### src/rtl/ahb_vga_wbuf.sv
// ahb_vga_wbuf: AHB-Lite write buffer in front of the VGA peripheral.
// Upstream byte writes are queued without wait states and replayed in
// order as AHB write transfers to the VGA slave. The upstream bus stalls
// only when the queue is full.
// Optional build macro VGA_WBUF_STATUS_EN: HRDATA returns a fill/status
// word. Without it, HRDATA is always zero.
//
// state | meaning
// ------+---------------------------------------------------------------
// IDLE  | queue empty or just drained, no transfer driven to the VGA slave
// ADDR  | NONSEQ write address phase for the head entry
// DATA  | data phase for the head entry; pops when the VGA slave is ready
module ahb_vga_wbuf #(
    parameter int          DEPTH     = 8,
    parameter logic [31:0] BASE_ADDR = 32'h5000_0000
) (
    input  logic        HCLK,
    input  logic        HRESETn,
    input  logic        HSEL,
    input  logic [31:0] HADDR,
    input  logic        HWRITE,
    input  logic [1:0]  HTRANS,
    input  logic [31:0] HWDATA,
    input  logic        HREADY,
    output logic        HREADYOUT,
    output logic [31:0] HRDATA,
    output logic        M_HSEL,
    output logic [31:0] M_HADDR,
    output logic        M_HWRITE,
    output logic [1:0]  M_HTRANS,
    output logic [31:0] M_HWDATA,
    output logic        M_HREADY,
    input  logic        M_HREADYOUT
);

    localparam int             AW       = $clog2(DEPTH);
    localparam logic [AW-1:0]  PTR_ONE  = AW'(1);
    localparam logic [AW:0]    CNT_ONE  = (AW + 1)'(1);
    localparam logic [AW:0]    CNT_FULL = (AW + 1)'(DEPTH);

    typedef enum logic [1:0] {
        ST_IDLE,
        ST_ADDR,
        ST_DATA
    } state_t;

    state_t         state;
    logic [23:0]    addr_q;
    logic           sel_q;
    logic           write_q;
    logic           trans_q;
    logic [31:0]    mem [DEPTH];
    logic [AW-1:0]  wr_ptr;
    logic [AW-1:0]  rd_ptr;
    logic [AW:0]    count;
    logic           full;
    logic           empty;
    logic           push;
    logic           pop;
    logic [31:0]    head;
    logic [31:0]    head_next;
    logic           unused_bits;

    assign full      = (count == CNT_FULL);
    assign empty     = (count == '0);
    assign HREADYOUT = ~full;
    assign M_HREADY  = M_HREADYOUT;

    // A write data phase completes only when the bus is ready and there is room.
    assign push      = sel_q & write_q & trans_q & HREADY & ~full;
    assign pop       = (state == ST_DATA) & M_HREADYOUT;

    assign head      = mem[rd_ptr];
    assign head_next = mem[rd_ptr + PTR_ONE];

    assign unused_bits = ^{HADDR[31:24], HTRANS[0], HWDATA[31:8]};

`ifdef VGA_WBUF_STATUS_EN
    logic [5:0] count_ext;
    assign count_ext = 6'(count);
    assign HRDATA    = HRESETn ? {22'h0, full, empty, 2'b00, count_ext} : 32'h0;
`else
    assign HRDATA    = 32'h0;
`endif

    // Capture the upstream address phase whenever the bus advances.
    always_ff @(posedge HCLK or negedge HRESETn) begin
        if (!HRESETn) begin
            addr_q  <= '0;
            sel_q   <= 1'b0;
            write_q <= 1'b0;
            trans_q <= 1'b0;
        end else if (HREADY) begin
            addr_q  <= HADDR[23:0];
            sel_q   <= HSEL;
            write_q <= HWRITE;
            trans_q <= HTRANS[1];
        end
    end

    // Queue storage; contents are don't-care while the count says empty.
    always_ff @(posedge HCLK) begin
        if (push) begin
            mem[wr_ptr] <= {addr_q, HWDATA[7:0]};
        end
    end

    // Pointers wrap naturally at DEPTH because DEPTH is a power of two.
    always_ff @(posedge HCLK or negedge HRESETn) begin
        if (!HRESETn) begin
            wr_ptr <= '0;
            rd_ptr <= '0;
            count  <= '0;
        end else begin
            if (push) wr_ptr <= wr_ptr + PTR_ONE;
            if (pop)  rd_ptr <= rd_ptr + PTR_ONE;
            case ({push, pop})
                2'b10:   count <= count + CNT_ONE;
                2'b01:   count <= count - CNT_ONE;
                default: count <= count;
            endcase
        end
    end

    // Replay FSM with registered master-side outputs.
    always_ff @(posedge HCLK or negedge HRESETn) begin
        if (!HRESETn) begin
            state    <= ST_IDLE;
            M_HSEL   <= 1'b0;
            M_HWRITE <= 1'b0;
            M_HTRANS <= 2'b00;
            M_HADDR  <= {BASE_ADDR[31:24], 24'h0};
            M_HWDATA <= 32'h0;
        end else begin
            case (state)
                ST_IDLE: begin
                    if (!empty) begin
                        state    <= ST_ADDR;
                        M_HSEL   <= 1'b1;
                        M_HWRITE <= 1'b1;
                        M_HTRANS <= 2'b10;
                        M_HADDR  <= {BASE_ADDR[31:24], head[31:8]};
                    end
                end
                ST_ADDR: begin
                    if (M_HREADYOUT) begin
                        state    <= ST_DATA;
                        M_HSEL   <= 1'b0;
                        M_HTRANS <= 2'b00;
                        M_HWDATA <= {24'h0, head[7:0]};
                    end
                end
                ST_DATA: begin
                    if (M_HREADYOUT) begin
                        if (count > CNT_ONE) begin
                            // Another entry is already queued: go straight to its address phase.
                            state    <= ST_ADDR;
                            M_HSEL   <= 1'b1;
                            M_HWRITE <= 1'b1;
                            M_HTRANS <= 2'b10;
                            M_HADDR  <= {BASE_ADDR[31:24], head_next[31:8]};
                        end else begin
                            state    <= ST_IDLE;
                            M_HWRITE <= 1'b0;
                        end
                    end
                end
                default: begin
                    state    <= ST_IDLE;
                    M_HSEL   <= 1'b0;
                    M_HWRITE <= 1'b0;
                    M_HTRANS <= 2'b00;
                end
            endcase
        end
    end

endmodule
### config.mk
export PLATFORM = sky130hd
export DESIGN_NAME = ahb_vga_wbuf
export DESIGN_NICKNAME = d
export VERILOG_FILES = /design/src/rtl/ahb_vga_wbuf.sv
export SDC_FILE = /design/constraint.sdc
export NUM_CORES = 1
export LEC_CHECK = 0
export CELL_PAD_IN_SITES_DETAIL_PLACEMENT = 1
export CELL_PAD_IN_SITES_GLOBAL_PLACEMENT = 2
export CORE_MARGIN = 2
export CORE_UTILIZATION = 40
export DETAILED_ROUTE_END_ITERATION = 16
export PLACE_DENSITY_LB_ADDON = 0.1
export SLEW_MARGIN = 25
export SYNTH_ARGS = -nofsm -noshare
export SYNTH_HDL_FRONTEND = slang
export SYNTH_SLANG_ARGS = --single-unit
### constraint.sdc
create_clock -name HCLK -period 9.2 [get_ports HCLK]
set_input_delay 1.38 -clock HCLK [delete_from_list [all_inputs] [get_ports HCLK]]
set_output_delay 1.38 -clock HCLK [all_outputs]
set_load 0.01 [all_outputs]
==> results of run 1 <==
[state kept, by name, summed over array words and instances (netlist names), 2 cells and up]
| signal | count |
|---|---|
| count | 4 |
| M_HADDR | 24 |
| state | 2 |
| M_HWDATA | 8 |
| addr_q | 24 |
| mem | 256 |
| rd_ptr | 3 |
| wr_ptr | 3 |
[stage by stage]
stage	util [%]	total power (uW)	hold slack, ns	setup WS (ns)	std cells
2_1_floorplan	-	3240	0.457	4.21	866
3_3_place_gp	43.2	3750	0.462	4.30	1312
3_5_place_dp	43.2	3810	0.483	4.19	1312
4_1_cts	46.6	5320	0.496	4.77	1381
5_1_grt	46.7	5520	0.532	4.63	1382
6_report	46.7	5260	0.489	4.83	1382
[synth_stat cells, types with 10 or more instances]
library cell,instances
a22oi_1,24
buf_2,22
buf_4,74
clkbuf_1,16
dfrtp_1,73
edfxtp_1,256
mux2_2,29
mux2i_1,33
mux4_2,112
nand2_1,16
nor2_1,10
o211ai_2,19
o21ai_0,34
or2_2,24
[layout make-up]
class,count,area (sq um),area share [%]
Sequential cell,329,9520,56.0
Multi-Input combinational cell,416,4730,27.8
Clock buffer,47,995,5.85
Timing Repair Buffer,94,915,5.38
Tap cell,468,586,3.44
Clock inverter,22,233,1.37
Inverter,6,22.5,0.132
[metal layers]
| metal | track usage (%) | vias up | wire length, um |
|---|---|---|---|
| met3 | 2.84 | 51 | 1420 |
| met2 | 34.4 | 195 | 18600 |
| met1 | 23.4 | 4062 | 14300 |
| li1 | - | 3251 | - |
| met5 | 0 | - | 0 |
| met4 | 4.97 | 0 | 699 |
[kinds of logic after synthesis]
kind of cell	Yosys count	share of synthesized area (%)
XOR/XNOR	9	0.536
adder cells (fa/ha/maj)	7	0.595
buffers and inverters	121	5.26
AO/OA/AOI/OAI	90	4.58
multiplexers	174	21.6
flip-flops	329	64.7
other	2	0.0511
AND/OR/NAND/NOR	71	2.68
[power groups by stage]
stage	clock [uW]	sequential [uW]	combinational [uW]
4_1_cts	1530	1970	1810
5_1_grt	1580	1950	1980
3_3_place_gp	0	1990	1770
6_report	1490	1930	1840
3_5_place_dp	0	2000	1810
2_1_floorplan	0	1910	1330
[critical path, cell delays in order]
cell and delay (ns):
clkdlybuf4s50_1 0.45, buf_4 0.45, nand4_1 0.26, a21oi_1 0.53
nand2b_1 0.35, nor2_4 0.61, buf_4 0.48
[final timing paths]
path                       slack (ns)   startpoint  cells after the start           to
min in group asynchronous        0.85      HRESETn                      1   addr_q[10]
setup reg to reg                 5.93     count[0]                      7    mem[1][5]
hold reg to reg                  0.49  M_HWDATA[6]                      2  M_HWDATA[6]
hold / removal                   0.49  M_HWDATA[6]                      2  M_HWDATA[6]
setup / recovery                 4.83       HREADY                      7    mem[1][5]
max in group asynchronous        7.26      HRESETn                      2    rd_ptr[0]
==> qor.csv, run 1 <==
metric;value;unit
first_iter_violations;469;
synth_top_cell_area_share;52.3;%
vias;7559;
setup_tns;0;ns
fmax;229;MHz
swShare;32.1;%
mostFrequentLayoutCell;edfxtp_1;
holdCritPathClass;flop to flop;
antenna_found_initial;0;
synth_top_area_cell;edfxtp_1;
nNetsFinal;964;
synth_edf_count;256;
ir_drop;0.196;mV
grt_max_degree;58;
skew;0.0168;ns
cts_tree;yes;
crit_fanout;28;
dp.final_hpwl;19.7;mm
cts_root_buf;clkbuf_16;
switching_power;1690;uW
nFillCells;3382;
clk_path_buf_depth;3;
syn_to_final_growth;15.6;%
worst_pin_slew;1.02;ns
postSynthCellCount;803;
drv_cap;0;
cts_resized;0;
wl_per_cell;25.3;um
first_pass_iters;4;
yosysSeqAreaShare;64.7;%
grt_first_pass_wirelength;53.3;mm
cts_setup_buffers;0;
yosysWarningCount;0;
io_pins;174;
start_kind;input port;
clock_power_share;28.4;%
arrival;4.56;ns
overflow;0;
leakage;0.00577;uW
rsz0062_at_grt;no;
track_usage;18.8;%
gp_congestion;0.690;
grt_pass1_vias;8449;
die_y;196;um
syn_area;0.0147;sq mm
syn_avg_cell_area;18.3;sq um
dieArea;0.0383;sq mm
diodes;0;
ant_nets;0;
clock_sinks;329;
final_cell_area;0.0170;sq mm
cts_hold_buf;0;
layout_common_cells;256 x edfxtp_1, 112 x mux4_2, 74 x clkdlybuf4s50_1;
drc;0;
required;9.39;ns
placed_cell_area;0.0157;sq mm
pwr-share-seq;36.6;%
portBuffers;75;
drive_above_1_share;30.1;%
p_comb_share;35.0;%
period_share;47.6;%
core_area;0.0364;sq mm
start_util;40.4;%
setup_viol;0;
synthTopCellsByArea;edfxtp_1 52%, mux4_2 17%, dfrtp_1 12%, buf_4 3.8%, mux2i_1 2.2%;
hold_violations;0;
path_class;input port to flop;
cts_inserted_buffers;38;
async_flop_share;22.2;%
outcome;completed;
internal_power;3570;uW
worstSkewPairLatency;0.54;ns
relSlewSlack;31.7;%
final_max_slew_viol_count;0;
min_period;4.37;ns
path_clk_slew;0.06;ns
rows;70;
setup.worst_path.end_class;flop;
htreeDepth;2;
via_per_inst;5.47;
fp.dieW;196;um
ys.flop_type;edfxtp_1;
ys_seq_elements;329;
ys_types;37;
powerDensity;309;mW/mm^2
wl;35.0;mm
Power figures use the tool's default switching activity.
==> run 2, diff against run 1 <==
--- a/config.mk
+++ b/config.mk
@@ -8,7 +8,7 @@
 export CELL_PAD_IN_SITES_DETAIL_PLACEMENT = 1
 export CELL_PAD_IN_SITES_GLOBAL_PLACEMENT = 2
 export CORE_MARGIN = 2
-export CORE_UTILIZATION = 40
+export CORE_UTILIZATION = 38
 export DETAILED_ROUTE_END_ITERATION = 16
 export PLACE_DENSITY_LB_ADDON = 0.1
 export SLEW_MARGIN = 25
==> constraint.sdc (replaced) <==
create_clock -name HCLK -period 3.7 [get_ports HCLK]
set_input_delay 0.555 -clock HCLK [delete_from_list [all_inputs] [get_ports HCLK]]
set_output_delay 0.555 -clock HCLK [all_outputs]
set_load 0.01 [all_outputs]
==> run 2 against run 1 <==
First-iteration DRC count shrank 7.9%. Clock skew shrank 0.0069 ns. Sequential power grew 150%. Cell count grew 4.2%. Wire length grew 4.6%. Largest power group unchanged.
==> qor.csv, run 2 (synthesis gave the netlist of run 1 again) <==
metric;value;unit
cts_root_buf;clkbuf_16;
pwr-share-seq;35.7;%
hold_violations;0;
multi_input_area;0.00474;sq mm
portBuffers;75;
clock_power_share;29.2;%
vias;7675;
powerDensity;770;mW/mm^2
wl_per_cell;25.4;um
setup_tns;0;ns
mostFrequentLayoutCell;edfxtp_1;
die_y;201;um
fmax;368;MHz
dp.final_hpwl;20.7;mm
crit_fanout;17;
path_class;flop to flop;
skew;0.00988;ns
cts_tree;yes;
start_kind;flop;
slowest_delay;0.59;ns
diodes;0;
min_period;2.72;ns
path_clk_slew;0.06;ns
swShare;31.6;%
p_comb_share;35.1;%
setup_viol;0;
ir_drop;0.473;mV
largest_reg_flops;256;
clock_sinks;329;
internal_power;9110;uW
cts_inserted_buffers;39;
drive_above_1_share;31.1;%
largestRegisters;mem (256), M_HADDR (24), addr_q (24);
start_util;38.2;%
antenna_found_initial;0;
path_cells;inv_1 -> ha_1 -> nor4b_2 -> a211o_1 -> or2_1 -> buf_4 -> o21ai_0;
ant_nets;0;
required;4.08;ns
grt_pass1_vias;8538;
nNetsFinal;973;
worst_pin_slew;1.01;ns
worstSkewPairLatency;0.53;ns
syn_to_final_growth;17.6;%
fp.dieW;201;um
grt_max_degree;90;
final_max_slew_viol_count;0;
grt_first_pass_wirelength;55.5;mm
first_iter_violations;432;
leakage;0.00589;uW
gp_congestion;0.697;
switching_power;4200;uW
drc;0;
wl;36.6;mm
cts_resized;0;
holdCritPathClass;input port to asynchronous set/reset pin;
fin_ws;0.981;ns
clk_path_buf_depth;3;
outcome;completed;
io_pins;174;
track_usage;18.6;%
r2r_slack;0.98;ns
core_area;0.0385;sq mm
period_share;73.5;%
seq_area;0.00952;sq mm
first_pass_iters;6;
arrival;3.10;ns
htreeDepth;2;
nFillCells;3648;
dieArea;0.0403;sq mm
cts_hold_buf;0;
largest-register;mem;
rows;72;
layout_common_cells;256 x edfxtp_1, 112 x mux4_2, 73 x clkdlybuf4s50_1;
cts_setup_buffers;0;
rsz0062_at_grt;no;
relSlewSlack;32.4;%
via_per_inst;5.33;
critPathSlowestCell;or2_1;
overflow;0;
setup.worst_path.end_class;flop;
drv_cap;0;
dp_slack;0.807;ns
==> run 2: changes by cell type in the layout (fill, tap and decap cells not counted), sizes merged <==
cell / previous run / this run
buf: 20 / 29
clkbuf: 47 / 52
clkinvlp: 3 / 0
inv: 9 / 6
clkdlybuf4s50: 74 / 73
clkinv: 12 / 13
==> run 2: path summary, 6_finish.rpt <==
kind	from	cells past startpoint	endpoint
max	count[0]	7	state[0]
min	HRESETn	1	addr_q[11]
max reg2reg	count[0]	7	state[0]
min reg2reg	M_HWDATA[0]	2	M_HWDATA[0]
max in group asynchronous	HRESETn	2	M_HADDR[19]
min in group HCLK	M_HWDATA[0]	2	M_HWDATA[0]
==> run 2: power groups by stage <==
stage	registers [uW]	logic, uW	clock network (uW)
floorplan	4750	3320	0
global placement	4810	4650	0
detailed placement	4830	4780	0
CTS	4770	4790	3980
global route	4830	5050	4130
finish	4760	4670	3880
==> run 2: through the flow <==
step | cell area (sq um) | util, % | hold slack, ns | std cells | power (uW)
finish | 17300 | 45.0 | 0.0530 | 1440 | 13300
global route | 17300 | 45.0 | 0.0828 | 1440 | 14000
CTS | 17300 | 45.0 | 0.0653 | 1440 | 13500
detailed placement | 16000 | 41.6 | 0.478 | 1371 | 9610
global placement | 16000 | 41.6 | 0.465 | 1371 | 9460
floorplan | 15000 | - | 0.259 | 866 | 8070
==> run 2: layout make-up <==
cell class	instances	area share (%)
clock buffers	52	6.52
clock inverters	17	1.03
repair buffers	102	6.12
inverters	6	0.130
multi-input cells	416	27.4
well taps	518	3.75
flip-flops and latches	329	55.1
==> run 2: per-layer routing <==
metal  GRT usage [%]  part of all wire, %
met1            22.7                   40
met2            34.1                   54
met3            2.81                  3.7
met4            5.37                  2.5
met5               0                    0
==> run 2: worst max-delay path, delay by kind of cell, from the launching register on <==
family / cells / cell delay (ns)
DFF: 1 / 0.44
buffers and inverters: 2 / 0.66
and+or+nand+nor: 2 / 0.94
adders and majority gates: 1 / 0.17
AOI/OAI and AO/OA: 2 / 0.34
==> run 3, diff against run 2 <==
--- a/config.mk
+++ b/config.mk
@@ -8,7 +8,7 @@
 export CELL_PAD_IN_SITES_DETAIL_PLACEMENT = 1
 export CELL_PAD_IN_SITES_GLOBAL_PLACEMENT = 2
 export CORE_MARGIN = 2
-export CORE_UTILIZATION = 38
+export CORE_UTILIZATION = 40
 export DETAILED_ROUTE_END_ITERATION = 16
 export PLACE_DENSITY_LB_ADDON = 0.1
 export SLEW_MARGIN = 25
==> constraint.sdc (replaced) <==
create_clock -name HCLK -period 2.7 [get_ports HCLK]
set_input_delay 0.405 -clock HCLK [delete_from_list [all_inputs] [get_ports HCLK]]
set_output_delay 0.405 -clock HCLK [all_outputs]
set_load 0.01 [all_outputs]
==> run 3 against run 2 <==
Clock power is 37% higher. Combinational power increased by 38%. Cell count decreased by 2.7%. Count of clock-buffer cells in the layout fell by 2. Core utilization grew 2.7 points. Final area up 0.36%. Critical path type is now flop to output port.
==> qor.csv, run 3 (synthesis gave the netlist of run 1 again) <==
metric;value;unit
mostFrequentLayoutCell;edfxtp_1;
cts_inserted_buffers;39;
power;18200;uW
via_per_inst;5.46;
placed_cell_area;0.0160;sq mm
path_cells;inv_1 -> ha_1 -> nor2b_1 -> nand2_1 -> clkdlybuf4s50_1;
holdCritPathClass;input port to asynchronous set/reset pin;
worstSetupStartpoint;count[0];
worstSkewPairLatency;0.53;ns
r2r_slack;0.29;ns
dp_slack;0.193;ns
largest-register;mem;
skew;0.0237;ns
relSlewSlack;62.5;%
cts_tree;yes;
cts_root_buf;clkbuf_16;
largest_reg_flops;256;
required;2.30;ns
leakage;0.00595;uW
seq_area;0.00952;sq mm
powerDensity;1050;mW/mm^2
gp_congestion;0.677;
grt_pass1_vias;8610;
post-route-util;47.6;%
vias;7647;
ir_drop;0.953;mV
crit_fanout;5;
portBuffers;75;
rsz0062_at_grt;no;
wl;36.0;mm
htreeDepth;2;
start_kind;flop;
io_pins;174;
drv_cap;0;
nFillCells;3374;
antenna_found_initial;0;
arrival;2.20;ns
r2r_start;count[0];
drc;0;
reg2regPathDepth;7;
slowest_delay;0.50;ns
wl_per_cell;25.7;um
final_cell_area;0.0174;sq mm
grt_first_pass_wirelength;54.4;mm
setup_viol;0;
largestRegisters;mem (256), M_HADDR (24), addr_q (24);
layout_common_cells;256 x edfxtp_1, 112 x mux4_2, 73 x clkdlybuf4s50_1;
rows;70;
multi_input_area;0.00474;sq mm
grt_max_degree;66;
path_clk_slew;0.06;ns
ant_nets;0;
period_share;96.4;%
first_iter_violations;436;
fp.dieW;196;um
nNetsFinal;981;
dieArea;0.0383;sq mm
hold_violations;0;
min_period;2.60;ns
setup.worst_path.end_class;output port;
start_util;40.4;%
worstReg2RegEnd;mem[0][19];
final_max_slew_viol_count;0;
first_pass_iters;4;
worst_pin_slew;0.562;ns
setup_tns;0;ns
drive_above_1_share;31.8;%
critPathSlowestCell;clkdlybuf4s50_1;
track_usage;19.3;%
clock_sinks;329;
outcome;completed;
diodes;0;
clk_path_buf_depth;3;
path_class;flop to output port;
core_area;0.0364;sq mm
cp-endpoint;HREADYOUT;
die_y;196;um
fmax;384;MHz
syn_to_final_growth;18.0;%
overflow;0;
dp.final_hpwl;20.6;mm
fin_ws;0.0980;ns
==> run 3: power by group <==
part | switching [uW] | internal, uW
clock network | 2080 | 3240
registers | 491 | 6010
logic | 3210 | 3220
==> run 3: worst max-delay path: cells and delay by family, from the launching register on <==
family	cells	cell delay, ns
fa+ha+maj	1	0.19
flops	1	0.44
buf+inv	2	0.64
simple gates	2	0.41
==> run 3: area by class of cell <==
type	instances	area share, %
Clock buffer	50	6.27
Clock inverter	22	1.30
Multi-Input combinational cell	416	27.3
Tap cell	468	3.37
Inverter	6	0.130
Sequential cell	329	54.9
Timing Repair Buffer	110	6.75
==> run 3: stage by stage <==
| step | instances | hold WS [ns] |
|---|---|---|
| 6_report | 1401 | 0.406 |
| 5_1_grt | 1401 | 0.461 |
| 4_1_cts | 1401 | 0.435 |
| 3_5_place_dp | 1328 | 0.437 |
| 3_3_place_gp | 1328 | 0.430 |
| 2_1_floorplan | 866 | 0.109 |
==> run 3: worst min path at each step <==
| stage | end | slack (ns) | startpoint | depth (start not counted) |
|---|---|---|---|---|
| after floorplan | M_HADDR[0] | 0.11 | HRESETn | 0 |
| after global placement | M_HADDR[10] | 0.43 | HRESETn | 1 |
| after detailed placement | M_HADDR[10] | 0.44 | HRESETn | 1 |
| after CTS | M_HADDR[2] | 0.44 | HRESETn | 2 |
| after global routing | M_HADDR[2] | 0.46 | HRESETn | 2 |
| final | M_HADDR[10] | 0.41 | HRESETn | 2 |
==> run 3: timing repair <==
item                                   CTS  global route
buffers inserted                         0             0
gates resized for setup                  0             1
endpoints found under the hold margin   29             0
hold buffers                             1             0
setup endpoints to repair                0            25
==> run 3: routing by layer <==
metal,track usage [%],routed length (um),up-vias
met4,6.43,877,0
li1,-,-,3304
met2,34.9,19000,271
met3,2.77,2390,53
met1,24.0,13800,4019
met5,0,0,-
